`src/rtl/character_drawer.sv`:
```
// character_drawer: redraws the player sprite on the 160x120 VGA adapter
// whenever the character state code changes, then pulses DoneDrawing.
// Optional feature macro: CHARDRAW_ERASE_EN (erase old sprite before drawing).
//
// state | meaning
// INIT  | draw sprite at code 0 after reset, no erase
// IDLE  | wait for a valid code that differs from the last drawn one
// ERASE | raster the sprite at the last location in background colour
// DRAW  | raster the sprite at the target location in sprite colour
// DONE  | one-cycle DoneDrawing pulse
module character_drawer #(
  parameter int          X_BASE        = 16,
  parameter int          LANE_PITCH    = 40,
  parameter int          Y_TOP         = 100,
  parameter int          SPRITE_W      = 8,
  parameter int          SPRITE_H      = 8,
  parameter logic [2:0]  SPRITE_COLOUR = 3'b010,
  parameter logic [2:0]  BG_COLOUR     = 3'b000
) (
  input  logic       Clock,
  input  logic       Reset,
  input  logic [3:0] CurrState,
  output logic [7:0] x,
  output logic [6:0] y,
  output logic [2:0] colour,
  output logic       plot,
  output logic       DoneDrawing
);

  localparam int XW = (SPRITE_W > 1) ? $clog2(SPRITE_W) : 1;
  localparam int YW = (SPRITE_H > 1) ? $clog2(SPRITE_H) : 1;
  localparam logic [XW-1:0] XMAX = XW'(SPRITE_W - 1);
  localparam logic [YW-1:0] YMAX = YW'(SPRITE_H - 1);

  typedef enum logic [2:0] {
    S_INIT,
    S_IDLE,
    S_ERASE,
    S_DRAW,
    S_DONE
  } state_t;

  state_t        state_q;
  logic [3:0]    last_q;
  logic [3:0]    tgt_q;
  logic [XW-1:0] xo_q;
  logic [YW-1:0] yo_q;
  logic [7:0]    x_q;
  logic [6:0]    y_q;
  logic [2:0]    colour_q;
  logic          plot_q;
  logic          done_q;

  logic [XW-1:0] xo_d;
  logic [YW-1:0] yo_d;
  logic          last_px;
  logic          change;

  // Left edge of the sprite for a lane or in-between (lower) lane code.
  function automatic logic [7:0] base_x(input logic [3:0] code);
    int bx;
    if (code < 4'd4) bx = X_BASE + int'(code) * LANE_PITCH;
    else             bx = X_BASE + ((int'(code) - 4) / 2) * LANE_PITCH + LANE_PITCH / 2;
    return 8'(bx);
  endfunction

  // Next raster offset (row-major) and end-of-sprite detection.
  always_comb begin
    xo_d    = xo_q + 1'b1;
    yo_d    = yo_q;
    if (xo_q == XMAX) begin
      xo_d = '0;
      yo_d = yo_q + 1'b1;
    end
    last_px = (xo_q == XMAX) && (yo_q == YMAX);
    change  = (CurrState <= 4'd9) && (CurrState != last_q);
  end

  // Sequencer with registered pixel outputs; each state emits the pixel
  // visible in the following cycle.
  always_ff @(posedge Clock) begin
    if (!Reset) begin
      state_q  <= S_INIT;
      last_q   <= '0;
      tgt_q    <= '0;
      xo_q     <= '0;
      yo_q     <= '0;
      x_q      <= '0;
      y_q      <= '0;
      colour_q <= '0;
      plot_q   <= 1'b0;
      done_q   <= 1'b0;
    end else begin
      done_q <= 1'b0;
      case (state_q)
        S_INIT: begin
          tgt_q    <= '0;
          xo_q     <= '0;
          yo_q     <= '0;
          x_q      <= base_x(4'd0);
          y_q      <= 7'(Y_TOP);
          colour_q <= SPRITE_COLOUR;
          plot_q   <= 1'b1;
          state_q  <= S_DRAW;
        end
        S_IDLE: begin
          plot_q <= 1'b0;
          if (change) begin
            tgt_q  <= CurrState;
            xo_q   <= '0;
            yo_q   <= '0;
            y_q    <= 7'(Y_TOP);
            plot_q <= 1'b1;
`ifdef CHARDRAW_ERASE_EN
            x_q      <= base_x(last_q);
            colour_q <= BG_COLOUR;
            state_q  <= S_ERASE;
`else
            x_q      <= base_x(CurrState);
            colour_q <= SPRITE_COLOUR;
            state_q  <= S_DRAW;
`endif
          end
        end
`ifdef CHARDRAW_ERASE_EN
        S_ERASE: begin
          if (last_px) begin
            xo_q     <= '0;
            yo_q     <= '0;
            x_q      <= base_x(tgt_q);
            y_q      <= 7'(Y_TOP);
            colour_q <= SPRITE_COLOUR;
            state_q  <= S_DRAW;
          end else begin
            xo_q <= xo_d;
            yo_q <= yo_d;
            x_q  <= base_x(last_q) + 8'(xo_d);
            y_q  <= 7'(Y_TOP) + 7'(yo_d);
          end
        end
`endif
        S_DRAW: begin
          if (last_px) begin
            last_q  <= tgt_q;
            plot_q  <= 1'b0;
            done_q  <= 1'b1;
            state_q <= S_DONE;
          end else begin
            xo_q <= xo_d;
            yo_q <= yo_d;
            x_q  <= base_x(tgt_q) + 8'(xo_d);
            y_q  <= 7'(Y_TOP) + 7'(yo_d);
          end
        end
        S_DONE: begin
          colour_q <= BG_COLOUR;
          plot_q   <= 1'b0;
          state_q  <= S_IDLE;
        end
        default: state_q <= S_INIT;
      endcase
    end
  end

  assign x           = x_q;
  assign y           = y_q;
  assign colour      = colour_q;
  assign plot        = plot_q;
  assign DoneDrawing = done_q;

endmodule
```
`config.mk`:
```
export PLATFORM = sky130hd
export DESIGN_NAME = character_drawer
export DESIGN_NICKNAME = d
export VERILOG_FILES = /design/src/rtl/character_drawer.sv
export SDC_FILE = /design/constraint.sdc
export NUM_CORES = 1
export LEC_CHECK = 0
export BUFFER_PORTS_ARGS = -buffer_cell sky130_fd_sc_hd__buf_4
export CORE_MARGIN = 1
export CORE_UTILIZATION = 55
export DETAILED_ROUTE_END_ITERATION = 8
export PLACE_DENSITY = 0.76
export SYNTH_ARGS = -nofsm -noshare
export SYNTH_HDL_FRONTEND = slang
export SYNTH_SLANG_ARGS = --single-unit
```
`constraint.sdc`:
```
create_clock -name Clock -period 7.19 [get_ports Clock]
set_clock_uncertainty 0.2 [all_clocks]
set_input_delay 0 -clock Clock [delete_from_list [all_inputs] [get_ports Clock]]
set_output_delay 0 -clock Clock [all_outputs]
set_load 0.01 [all_outputs]
```
==> impl_results.md, run 1 <==
- CTS resizes: 0
- Crit Path Class: in2reg
- CTS Hold Bufs: 6
- YS warnings: 0
- Core Region: 3690 um2
- Pwr Total: 475 uW
- First-pass GRT wire length: 7490 um
- Seq/Total Area, Yosys: 28.3%
- Largest net degree at the start of global routing: 31
- LEAKAGE: 1.11 nW
- Initial DRC count: 66
- Fin. max-slew vios: 0
- Post-layout util: 66.6%
- Max-cap violations: 0
- Dpl ws: 3.61 ns
- Port Buffer Count: 22
- Die H: 64.1 um
- HP Class: reg2reg
- DR pass1 iterations: 4
- Final-report setup violation count: 0
- Net Sw Frac: 29.6%
- Synthesized area per cell: 8.59 um2
- Boundary pin count: 26
- CP Launch Type: primary input
- Vias per cell: 5.39
- Unrepaired setup endpoints after global routing: no
- R2R depth: 13
- FF+latch count, synth: 30
- Critical-path top delay cell: dlygate4sd3_1
- Psw: 141 uW
- WL final: 4440 um
- Die width: 64.1 um
- Final worst slack: 3.51 ns
- Number of global-route vias before repair: 1614
- CTS tree: yes
- Final hold viol count: 0
- # DRC: 0
- Mapped Cells: 247
- Worst r2r src: tgt_q[2]
- Worst path top cell family by delay: adder cells
- Critical Path AT: 3.70 ns
- Critical-path cell list: dlygate4sd3_1 > buf_4 > inv_1 > ha_1 > and2_1 > ha_1 > ha_1 > ha_1 > ha_1 > ha_1 > nor2_1 > a211oi_1 > a21oi_1 > or3_1 > a21boi_0
- EDFF count, synth: 0
- Total GRT Usage: 23.9%
- Routed WL per cell: 13.9 um
- Remaining antenna violation count after routing: 0
- CP Depth: 15
- CP Buf/Inv Count: 3
- Hold Path Stages: 2
- Max FO, Critical Path: 10
- Die area: 4110 um2
- H-tree levels: 2
- Clock Sinks: 30
- Placed inst area: 2290 um2
- Hold WS: 0.261 ns
- Area growth syn-to-layout: 15.7%
- Period minus WS final: 3.68 ns
- Clock Latency Late Sink: 0.29 ns
- Bufs on Longest Clock Path: 2
- Rel. slew slack: 50.2%
- Final Cycle Share: 51.2%
- Worst slew pin tran: 0.746 ns
- Design area: 2460 um2
- Routability cong.: 0.883
- Non-filler instance count after layout: 320
- Clk slew on worst S/H paths: 0.07 ns
- Comb power frac: 25.0%
- Synth async-reset ratio: 0%
- TNS Setup: 0 ns
- CP max stage delay: 0.55 ns
- Starting density of the core: 57.5%
- Root Driver: clkbuf_8
- Worst Setup SP: CurrState[2]
- Reg2Reg Setup Slack: 3.57 ns
- RR Endpoint: x[6]
- Cell Int Power: 335 uW
- Ant. Diodes: 0
- Maximum vdd drop: 0.147 mV
- Cell Rows: 22
- Share of cells above drive strength 1: 12.1%
- Outcome: finished, final reports clean
- CP Capture Point: x[6]
- Nets: 307
- Clk pwr share: 36.1%
- Initial antenna violation count: 0
- Prevailing post-synth register cell: dfxtp_1
- Most used cell, CP: ha_1
- Post-synthesis cell area: 2120 um2
- Worst Path Required: 7.21 ns
- Overflow after GRT: 0
- Num CTS Buffers: 5
- Final HPWL DP: 3200 um
- Seq pwr share: 38.8%
- Pwr dens: 194 nW/um2
- Vias: 1725
- Post-CTS Setup Inserts: 0
- Placed Cells: 306
- Worst Setup End Kind: register
- Max Freq: 272 MHz
- Netlist cell types: 41
==> cell type report <==
class / count / area, um2
Timing Repair Buffer: 28 / 225
Multi-Input combinational cell: 196 / 1420
Sequential cell: 30 / 601
Inverter: 10 / 37.5
Tap cell: 48 / 60.1
Fill cell: 321 / 1230
Clock buffer: 6 / 72.6
Clock inverter: 2 / 37.5
==> how the worst min path moves through the flow <==
| stage | to | start | slack (ns) |
|---|---|---|---|
| 3_5_place_dp | tgt_q[0] | CurrState[0] | 0.15 |
| 2_1_floorplan | tgt_q[0] | CurrState[0] | -0.02 |
| 5_1_grt | x[1] | x[1] | 0.29 |
| 3_3_place_gp | tgt_q[0] | CurrState[0] | 0.15 |
| 6_report | x[2] | x[2] | 0.26 |
| 4_1_cts | x[2] | x[2] | 0.27 |
==> cells by family (layout without fill, tap and decap cells) <==
kind of cell | count (synthesis) | after routing | synth area share (%)
and+or+nand+nor | 78 | 78 | 18.4
AOI/OAI and AO/OA | 57 | 57 | 17.2
adders and majority gates | 30 | 30 | 17.7
DFF | 30 | 30 | 28.3
buffers and inverters | 23 | 46 | 5.01
xor gates and xnor gates | 22 | 22 | 10.4
muxes | 6 | 6 | 2.83
other | 1 | 3 | 0.177
==> tightest hold or removal path: stages (launching register included) <==
cell and delay, ns:
dfxtp_1 0.31, nand2_1 0.05, a21boi_0 0.06
==> state kept, by name (all words and copies together), names as in the netlist <==
| register | count |
|---|---|
| DoneDrawing | 1 |
| colour | 1 |
| plot | 1 |
| state_q | 3 |
| yo_q | 2 |
| xo_q | 3 |
| last_q | 4 |
| x | 8 |
| y | 3 |
| tgt_q | 4 |
==> synth_stat cells (all sizes together), types with 2 or more instances <==
| cell | instances | area share (%) |
|---|---|---|
| o21ai | 16 | 3.8 |
| ha | 30 | 18 |
| nand2 | 33 | 6.1 |
| a21oi | 13 | 3.1 |
| mux2i | 6 | 2.8 |
| a211oi | 2 | 0.71 |
| nor2 | 13 | 2.3 |
| nand4 | 3 | 0.88 |
| nor3 | 3 | 0.71 |
| nand3 | 3 | 0.71 |
| a211o | 2 | 0.83 |
| clkbuf | 7 | 1.2 |
| a31oi | 2 | 0.59 |
| nor3b | 4 | 1.4 |
| inv | 9 | 1.6 |
| buf | 6 | 2.0 |
| xor2 | 9 | 3.7 |
| and3b | 3 | 1.2 |
| xnor3 | 2 | 2.1 |
| xnor2 | 11 | 4.5 |
| a21boi | 15 | 5.3 |
| or3 | 2 | 0.59 |
| dfxtp | 30 | 28 |
| and2 | 7 | 2.1 |
| nor2b | 4 | 1.2 |
==> power groups by stage <==
stage                     logic (mW)  registers, mW  clock network [mW]
final                          0.119          0.185               0.172
after floorplan               0.0884          0.186                   0
after CTS                      0.119          0.185               0.174
after global routing           0.134          0.186               0.183
after global placement         0.114          0.188                   0
after detailed placement       0.116          0.188                   0
==> routing by layer <==
metal	share of wire, %	global-route usage (%)	vias up
met1	51	30.8	793
met4	1.2	7.50	0
met2	45	39.5	24
met5	0	0	-
li1	-	-	901
met3	2.8	5.36	7
==> placed cells by master, fill, tap and decap left out, drive strengths merged, types with 4 or more instances in the layout <==
master and instances:
inv 9, a21boi 15, xnor2 11, nor2 13
a21oi 13, nor2b 4, xor2 9, dfxtp 30
buf 22, clkbuf 6, ha 30, and2 7
nor3b 4, nand2 33, o21ai 16, mux2i 6
dlygate4sd3 6
No activity file was read; power rests on OpenSTA's default activity.
==> inputs of run 2 (changes only) <==
- ABC_AREA: unset -> 1
- CORE_UTILIZATION: 55 -> 52
- PLACE_DENSITY: 0.76 -> 0.75
- clock period: 7.19 -> 3 ns (I/O delays scaled with it)
==> run 2 against run 1 <==
Net effect:
- global-route usage is 1.1 points lower
- worst hold slack lost 0.031 ns
- power increased by 140%
- combinational power rose to 3.0 times the previous value
- setup slack lost 3.3 ns
- via count up 13%
- critical endpoint unchanged
- largest power group unchanged
- highest routed layer unchanged
==> impl_results.md, run 2 <==
- Synth area leader: dfxtp_1 (unchanged)
- Prevailing post-synth register cell: dfxtp_1 (unchanged)
- Largest net degree at the start of global routing: 25 (was 31)
- Fin. max-slew vios: 0 (unchanged)
- RR Endpoint: x[6] (unchanged)
- Netlist cell types: 30 (was 41)
- Critical-path cell list: inv_2 > ha_4 > nand2_2 > inv_2 > ha_4 > ha_4 > ha_1 > ha_4 > ha_1 > nor2_1 > inv_1 > nand2_2 > inv_1 > nand4_1 > nand3_1 > o21ai_1 > nand2_1 > a21oi_2 (was dlygate4sd3_1 > buf_4 > inv_1 > ha_1 > and2_1 > ha_1 > ha_1 > ha_1 > ha_1 > ha_1 > nor2_1 > a211oi_1 > a21oi_1 > or3_1 > a21boi_0)
- Period minus WS final: 2.82 ns
- Max FO, Critical Path: 3 (was 10)
- H-tree levels: 2 (unchanged)
- Routability cong.: 0.830 (was 0.883)
- Routed WL per cell: 11.7 um (was 13.9 um)
- Max-cap violations: 0 (unchanged)
- Final-report setup violation count: 0 (unchanged)
- YS warnings: 0 (unchanged)
- Share of cells above drive strength 1: 22.3% (was 12.1%)
- Root Driver: clkbuf_8 (unchanged)
- Overflow after GRT: 0 (unchanged)
- Starting density of the core: 56.4% (was 57.5%)
- CP Capture Point: x[6] (unchanged)
- Final hold viol count: 0 (unchanged)
- Max Freq: 354 MHz
- Num CTS Buffers: 5 (unchanged)
- Share of the synthesized area in the top cell type: 28.0% (was 28.3%)
- Maximum vdd drop: 0.438 mV (was 0.147 mV)
- Die width: 66.2 um (was 64.1 um)
- Die area: 4380 um2 (was 4110 um2)
- DR pass1 iterations: 4 (unchanged)
- Unrepaired setup endpoints after global routing: yes (was no)
- CTS tree: yes (unchanged)
- Clock Latency Late Sink: 0.27 ns (was 0.29 ns)
- EDFF count, synth: 0 (unchanged)
- Pwr Total: 1.14 mW (was 475 uW)
- Port Buffer Count: 22 (unchanged)
- Max reg flops: 8 (unchanged)
- Clock Sinks: 30 (unchanged)
- Die H: 66.2 um (was 64.1 um)
- CP max stage delay: 0.33 ns (was 0.55 ns)
- Worst Setup SP: tgt_q[3] (was CurrState[2])
- Most frequent cells in the layout: 72 x nand2_1, 31 x buf_4, 28 x dfxtp_1 (was 31 x nand2_1, 30 x dfxtp_1, 30 x ha_1)
- WL final: 4490 um (was 4440 um)
- Outcome: finished, final reports clean (unchanged)
- Bufs on Longest Clock Path: 2 (unchanged)
- R2R depth: 18 (was 13)
- Worst slew pin tran: 0.750 ns (was 0.746 ns)
- Boundary pin count: 26 (unchanged)
- Final worst slack: 0.177 ns (was 3.51 ns)
- Post-layout util: 68.6% (was 66.6%)
- Seq/Total Area, Yosys: 28.0% (was 28.3%)
- Top cells by area, synth: dfxtp_1 28%, ha_1 18%, nand2_1 13% (was dfxtp_1 28%, ha_1 18%, nand2_1 5.5%)
- Crit Path Class: reg2reg (was in2reg)
- Final Cycle Share: 94.1%
- Total GRT Usage: 22.8% (was 23.9%)
- Reg2Reg Setup Slack: 0.18 ns (was 3.57 ns)
- Mapped Cells: 301 (was 247)
- Synthesized area per cell: 7.12 um2 (was 8.59 um2)
- Clk slew on worst S/H paths: 0.07 ns (about the same)
- Rel. slew slack: 49.9% (was 50.2%)
- Critical Path AT: 2.82 ns (was 3.70 ns)
- Initial antenna violation count: 0 (unchanged)
- Critical-path top delay cell: dfxtp_2 (was dlygate4sd3_1)
- Core Region: 3800 um2 (was 3690 um2)
- Remaining antenna violation count after routing: 0 (unchanged)
- Nets: 372 (was 307)
- Most common cell after layout, fill and taps aside: nand2_1 (unchanged)
- LEAKAGE: 1.30 nW (was 1.11 nW)
- First-pass GRT wire length: 7730 um (was 7490 um)
- Vias: 1945 (was 1725)
- CP Launch Type: register (was primary input)
- FF+latch count, synth: 30 (unchanged)
- Number of global-route vias before repair: 1770 (was 1614)
- Final HPWL DP: 3390 um (was 3200 um)
- HP Class: in2reg (was reg2reg)
- # DRC: 0 (unchanged)
- Post-synthesis cell area: 2140 um2 (was 2120 um2)
- Synth async-reset ratio: 0% (unchanged)
- Most used cell, CP: ha_4 (was ha_1)
- Cell Rows: 22 (unchanged)
- Worst r2r src: tgt_q[3] (was tgt_q[2])
- Area growth syn-to-layout: 21.6% (was 15.7%)
- Ant. Diodes: 0 (unchanged)
- Top cells by count, synth: 74 x nand2_1, 30 x dfxtp_1, 30 x ha_1, 29 x inv_1, 26 x a21oi_1 (was 31 x nand2_1, 30 x dfxtp_1, 30 x ha_1, 14 x a21boi_0, 14 x o21ai_0)
- Vias per cell: 5.05 (was 5.39)
- Dpl ws: 0.0319 ns (was 3.61 ns)
- Worst Setup End Kind: register (unchanged)
- Pwr dens: 436 nW/um2 (was 194 nW/um2)
- Initial DRC count: 118 (was 66)
- Most frequent cell after synthesis: nand2_1 (unchanged)
- Worst Path Required: 3.00 ns (was 7.21 ns)
-- run 2: worst max-delay path, delay by kind of cell, from the launching register on --
kind | cells | cell delay [ns]
adder cells (fa/ha/maj) | 6 | 1.34
AND/OR/NAND/NOR | 6 | 0.47
flip-flops | 1 | 0.33
AO/OA/AOI/OAI | 2 | 0.22
buffers and inverters | 4 | 0.19
-- run 2: layout make-up --
| cell class | instances | area [um2] |
|---|---|---|
| Clock inverter | 1 | 5.00 |
| Clock buffer | 7 | 86.3 |
| Tap cell | 48 | 60.1 |
| Sequential cell | 30 | 603 |
| Multi-Input combinational cell | 225 | 1420 |
| Fill cell | 362 | 1190 |
| Inverter | 37 | 141 |
| Timing Repair Buffer | 37 | 294 |
-- run 2: repair_timing --
item / 4_1_cts / 5_1_grt
hold endpoints to repair: 10 / 0
setup buffers: 0 / 4
gates resized for setup: 0 / 21
setup endpoints to repair: 0 / 3
hold buffers: 5 / 0
-- run 2: metrics by stage --
stage               hold WS, ns  TNS [ns]  area (um2)  instances
finish                    0.230         0        2610        385
global route              0.268    -0.124        2610        385
CTS                       0.228         0        2490        381
detailed placement        0.101         0        2340        368
global placement         0.0990         0        2340        368
floorplan               -0.0643         0        2150        303
-- run 2: logic make-up after synthesis --
kind of cell	synth area share (%)
adders and majority gates	17.5
and+or+nand+nor	29.1
AOI/OAI and AO/OA	11.7
DFF	28.0
xor gates and xnor gates	3.27
other	0.175
buffers and inverters	10.2
-- run 2: report_power, final --
part	internal (mW)	switching [mW]	leakage (nW)
sequential	0.427	0.0197	0.246
clock	0.185	0.142	0.0482
combinational	0.149	0.213	1.01
total	0.761	0.374	1.30
-- run 2: metal layers --
metal | wire length (um) | vias to the layer above | GRT usage, %
li1 | - | 1038 | -
met1 | 2280 | 868 | 31.0
met2 | 2020 | 35 | 36.6
met3 | 154 | 4 | 4.66
met4 | 37 | 0 | 5.85
met5 | 0 | - | 0
-- run 2: worst min path at each step --
stage                            end  depth (start not counted)    startpoint
after floorplan            last_q[0]                          2         Reset
after detailed placement   last_q[0]                          3         Reset
after CTS                 state_q[0]                          6  CurrState[2]
after global routing      state_q[0]                          6  CurrState[2]
after global placement     last_q[1]                          3         Reset
final                     state_q[0]                          6  CurrState[2]
==> inputs of run 3 (changes only) <==
- CORE_UTILIZATION: 52 -> 40
- PLACE_DENSITY: 0.75 -> unset
==> run 3 against run 2 <==
Net effect:
- design area rose by 1.9%
- non-clock buffer count did not move
- via count fell by 0.93%
- critical path depth rose by 3
- sequential power barely moved
- wire length rose by 6.0%
- final cell count rose by 5.7%
- global-route usage fell by 4.3 points
- register-to-register slack barely moved
- flip-flop and latch count did not move
- first-iteration DRC count fell by 9.3%
- clock power rose by 6.7%
- largest cell class unchanged
==> impl_results.md, run 3 (synthesized netlist as in run 2, its figures left out) <==
- Non-filler instance count after layout: 407 (was 385)
- Worst Setup End Kind: register (unchanged)
- Number of global-route vias before repair: 1712 (was 1770)
- Cell Rows: 26 (was 22)
- Routed WL per cell: 11.7 um (about the same)
- Area of the multi-input gates: 1440 um2 (was 1420 um2)
- Pwr dens: 440 nW/um2 (was 436 nW/um2)
- Critical-path cell list: dlygate4sd3_1 > buf_6 > inv_1 > ha_1 > nand2_1 > inv_1 > ha_2 > ha_4 > xnor2_2 > ha_1 > ha_1 > ha_1 > inv_1 > nand2b_1 > nand2_1 > nand2_1 > nand3_1 > nand3_1 > nand2_1 > nand2_1 > a21oi_1 (was inv_2 > ha_4 > nand2_2 > inv_2 > ha_4 > ha_4 > ha_1 > ha_4 > ha_1 > nor2_1 > inv_1 > nand2_2 > inv_1 > nand4_1 > nand3_1 > o21ai_1 > nand2_1 > a21oi_2)
- Final-report setup violation count: 0 (unchanged)
- Core Region: 5140 um2 (was 3800 um2)
- Max reg flops: 8 (unchanged)
- First-pass GRT wire length: 7870 um (was 7730 um)
- Clock Sinks: 30 (unchanged)
- Max FO, Critical Path: 3 (unchanged)
- Design area: 2650 um2 (was 2610 um2)
- Vias: 1927 (was 1945)
- FILL cells: 535 (was 362)
- Num CTS Buffers: 5 (unchanged)
- TNS Setup: 0 ns (unchanged)
- Area growth syn-to-layout: 23.9% (was 21.6%)
- Most common cell after layout, fill and taps aside: nand2_1 (unchanged)
- Critical Path AT: 2.85 ns (was 2.82 ns)
- Remaining antenna violation count after routing: 0 (unchanged)
- Vias per cell: 4.73 (was 5.05)
- Max-cap violations: 0 (unchanged)
- Register area: 603 um2 (unchanged)
- Rel. slew slack: 51.5% (was 49.9%)
- Die area: 5650 um2 (was 4380 um2)
- HP Class: in2reg (unchanged)
- Port Buffer Count: 22 (unchanged)
- Worst r2r src: tgt_q[2] (was tgt_q[3])
- Placed Cells: 392 (was 368)
- Final hold viol count: 0 (unchanged)
- RR Endpoint: x[6] (unchanged)
- Die H: 75.2 um (was 66.2 um)
- Total GRT Usage: 18.5% (was 22.8%)
- Period minus WS final: 2.83 ns (was 2.82 ns)
- Starting density of the core: 41.7% (was 56.4%)
- # DRC: 0 (unchanged)
- R2R depth: 18 (unchanged)
- Initial DRC count: 107 (was 118)
- Reg2Reg Setup Slack: 0.19 ns (was 0.18 ns)
- Maximum vdd drop: 0.287 mV (was 0.438 mV)
- Overflow after GRT: 0 (unchanged)
- Placed inst area: 2390 um2 (was 2340 um2)
- Worst slew pin tran: 0.727 ns (was 0.750 ns)
- Worst Path Required: 3.02 ns (was 3.00 ns)
- H-tree levels: 2 (unchanged)
- DR pass1 iterations: 4 (unchanged)
- Most used cell, CP: nand2_1 (was ha_4)
- Critical-path top delay cell: dlygate4sd3_1 (was dfxtp_2)
- Largest net degree at the start of global routing: 25 (unchanged)
- Ant. Diodes: 0 (unchanged)
- Crit Path Class: in2reg (was reg2reg)
- CP max stage delay: 0.55 ns (was 0.33 ns)
- Final Cycle Share: 94.4% (was 94.1%)
- LEAKAGE: 1.31 nW (was 1.30 nW)
- Boundary pin count: 26 (unchanged)
- Pwr Total: 1.17 mW (was 1.14 mW)
- Max Freq: 353 MHz (was 354 MHz)
- Worst Setup SP: CurrState[3] (was tgt_q[3])
- WL final: 4760 um (was 4490 um)
- Clk slew on worst S/H paths: 0.07 ns (about the same)
- Die width: 75.2 um (was 66.2 um)
- Clock Latency Late Sink: 0.29 ns (was 0.27 ns)
- Outcome: finished, final reports clean (unchanged)
- CTS tree: yes (unchanged)
- HP Start: CurrState[2] (unchanged)
- Initial antenna violation count: 0 (unchanged)
- Nets: 372 (unchanged)
- Routability cong.: 0.792 (was 0.830)
- Root Driver: clkbuf_8 (unchanged)
- Bufs on Longest Clock Path: 2 (unchanged)
- Hold Path Sink: state_q[0] (unchanged)
- Share of cells above drive strength 1: 23.1% (was 22.3%)
- Fin. max-slew vios: 0 (unchanged)
- Most frequent cells in the layout: 72 x nand2_1, 31 x buf_4, 28 x dfxtp_1 (unchanged)
- Final HPWL DP: 3530 um (was 3390 um)
- Hold Path Stages: 6 (unchanged)
- CP Launch Type: primary input (was register)
[run 3: metal layers]
| layer | GRT usage (%) | vias up | routed length (um) |
|---|---|---|---|
| li1 | - | 1041 | - |
| met1 | 25.2 | 843 | 2390 |
| met2 | 28.6 | 36 | 2110 |
| met3 | 3.75 | 7 | 183 |
| met4 | 7.41 | 0 | 75 |
| met5 | 0 | - | 0 |
[run 3: stage by stage]
step	hold slack [ns]	setup WS [ns]	util, %
after global routing	0.256	-0.0154	51.6
after global placement	0.0985	0.0843	46.4
after floorplan	-0.0643	0.0183	-
final	0.190	0.169	51.6
after CTS	0.208	0.0191	49.2
after detailed placement	0.105	0.0401	46.4
[run 3: layout make-up]
| class | count | share of cell area, % |
|---|---|---|
| clock inverters | 1 | 0.189 |
| flip-flops and latches | 30 | 22.7 |
| well taps | 70 | 3.30 |
| repair buffers | 37 | 11.1 |
| multi-input cells | 225 | 54.1 |
| inverters | 37 | 5.33 |
| clock buffers | 7 | 3.25 |
[run 3: worst max-delay path by stage]
stage / to / slack (ns) / depth (start not counted)
after floorplan: x[7] / 0.02 / 19
after global placement: x[7] / 0.08 / 18
after detailed placement: x[6] / 0.04 / 17
after CTS: x[6] / 0.02 / 17
after global routing: x[7] / -0.02 / 21
final: x[7] / 0.17 / 21
[run 3: timing repair]
action | in CTS | in global routing
buffers inserted | 0 | 2
setup endpoints to repair | 0 | 2
hold endpoints to repair | 10 | 0
hold buffers | 5 | 0
resized for setup | 0 | 25
[run 3: critical path: cells and delay by family]
family	cells	cell delay (ns)
AO/OA/AOI/OAI	1	0.13
buffers and inverters	5	0.78
XOR/XNOR	1	0.14
AND/OR/NAND/NOR	8	0.55
adder cells (fa/ha/maj)	6	1.23
[run 3: where the power goes]
| part | total (mW) | leakage [nW] | switching (mW) | internal [mW] |
|---|---|---|---|---|
| Sequential | 0.446 | 0.246 | 0.0191 | 0.427 |
| Clock | 0.348 | 0.0482 | 0.163 | 0.185 |
| Combinational | 0.372 | 1.01 | 0.220 | 0.152 |
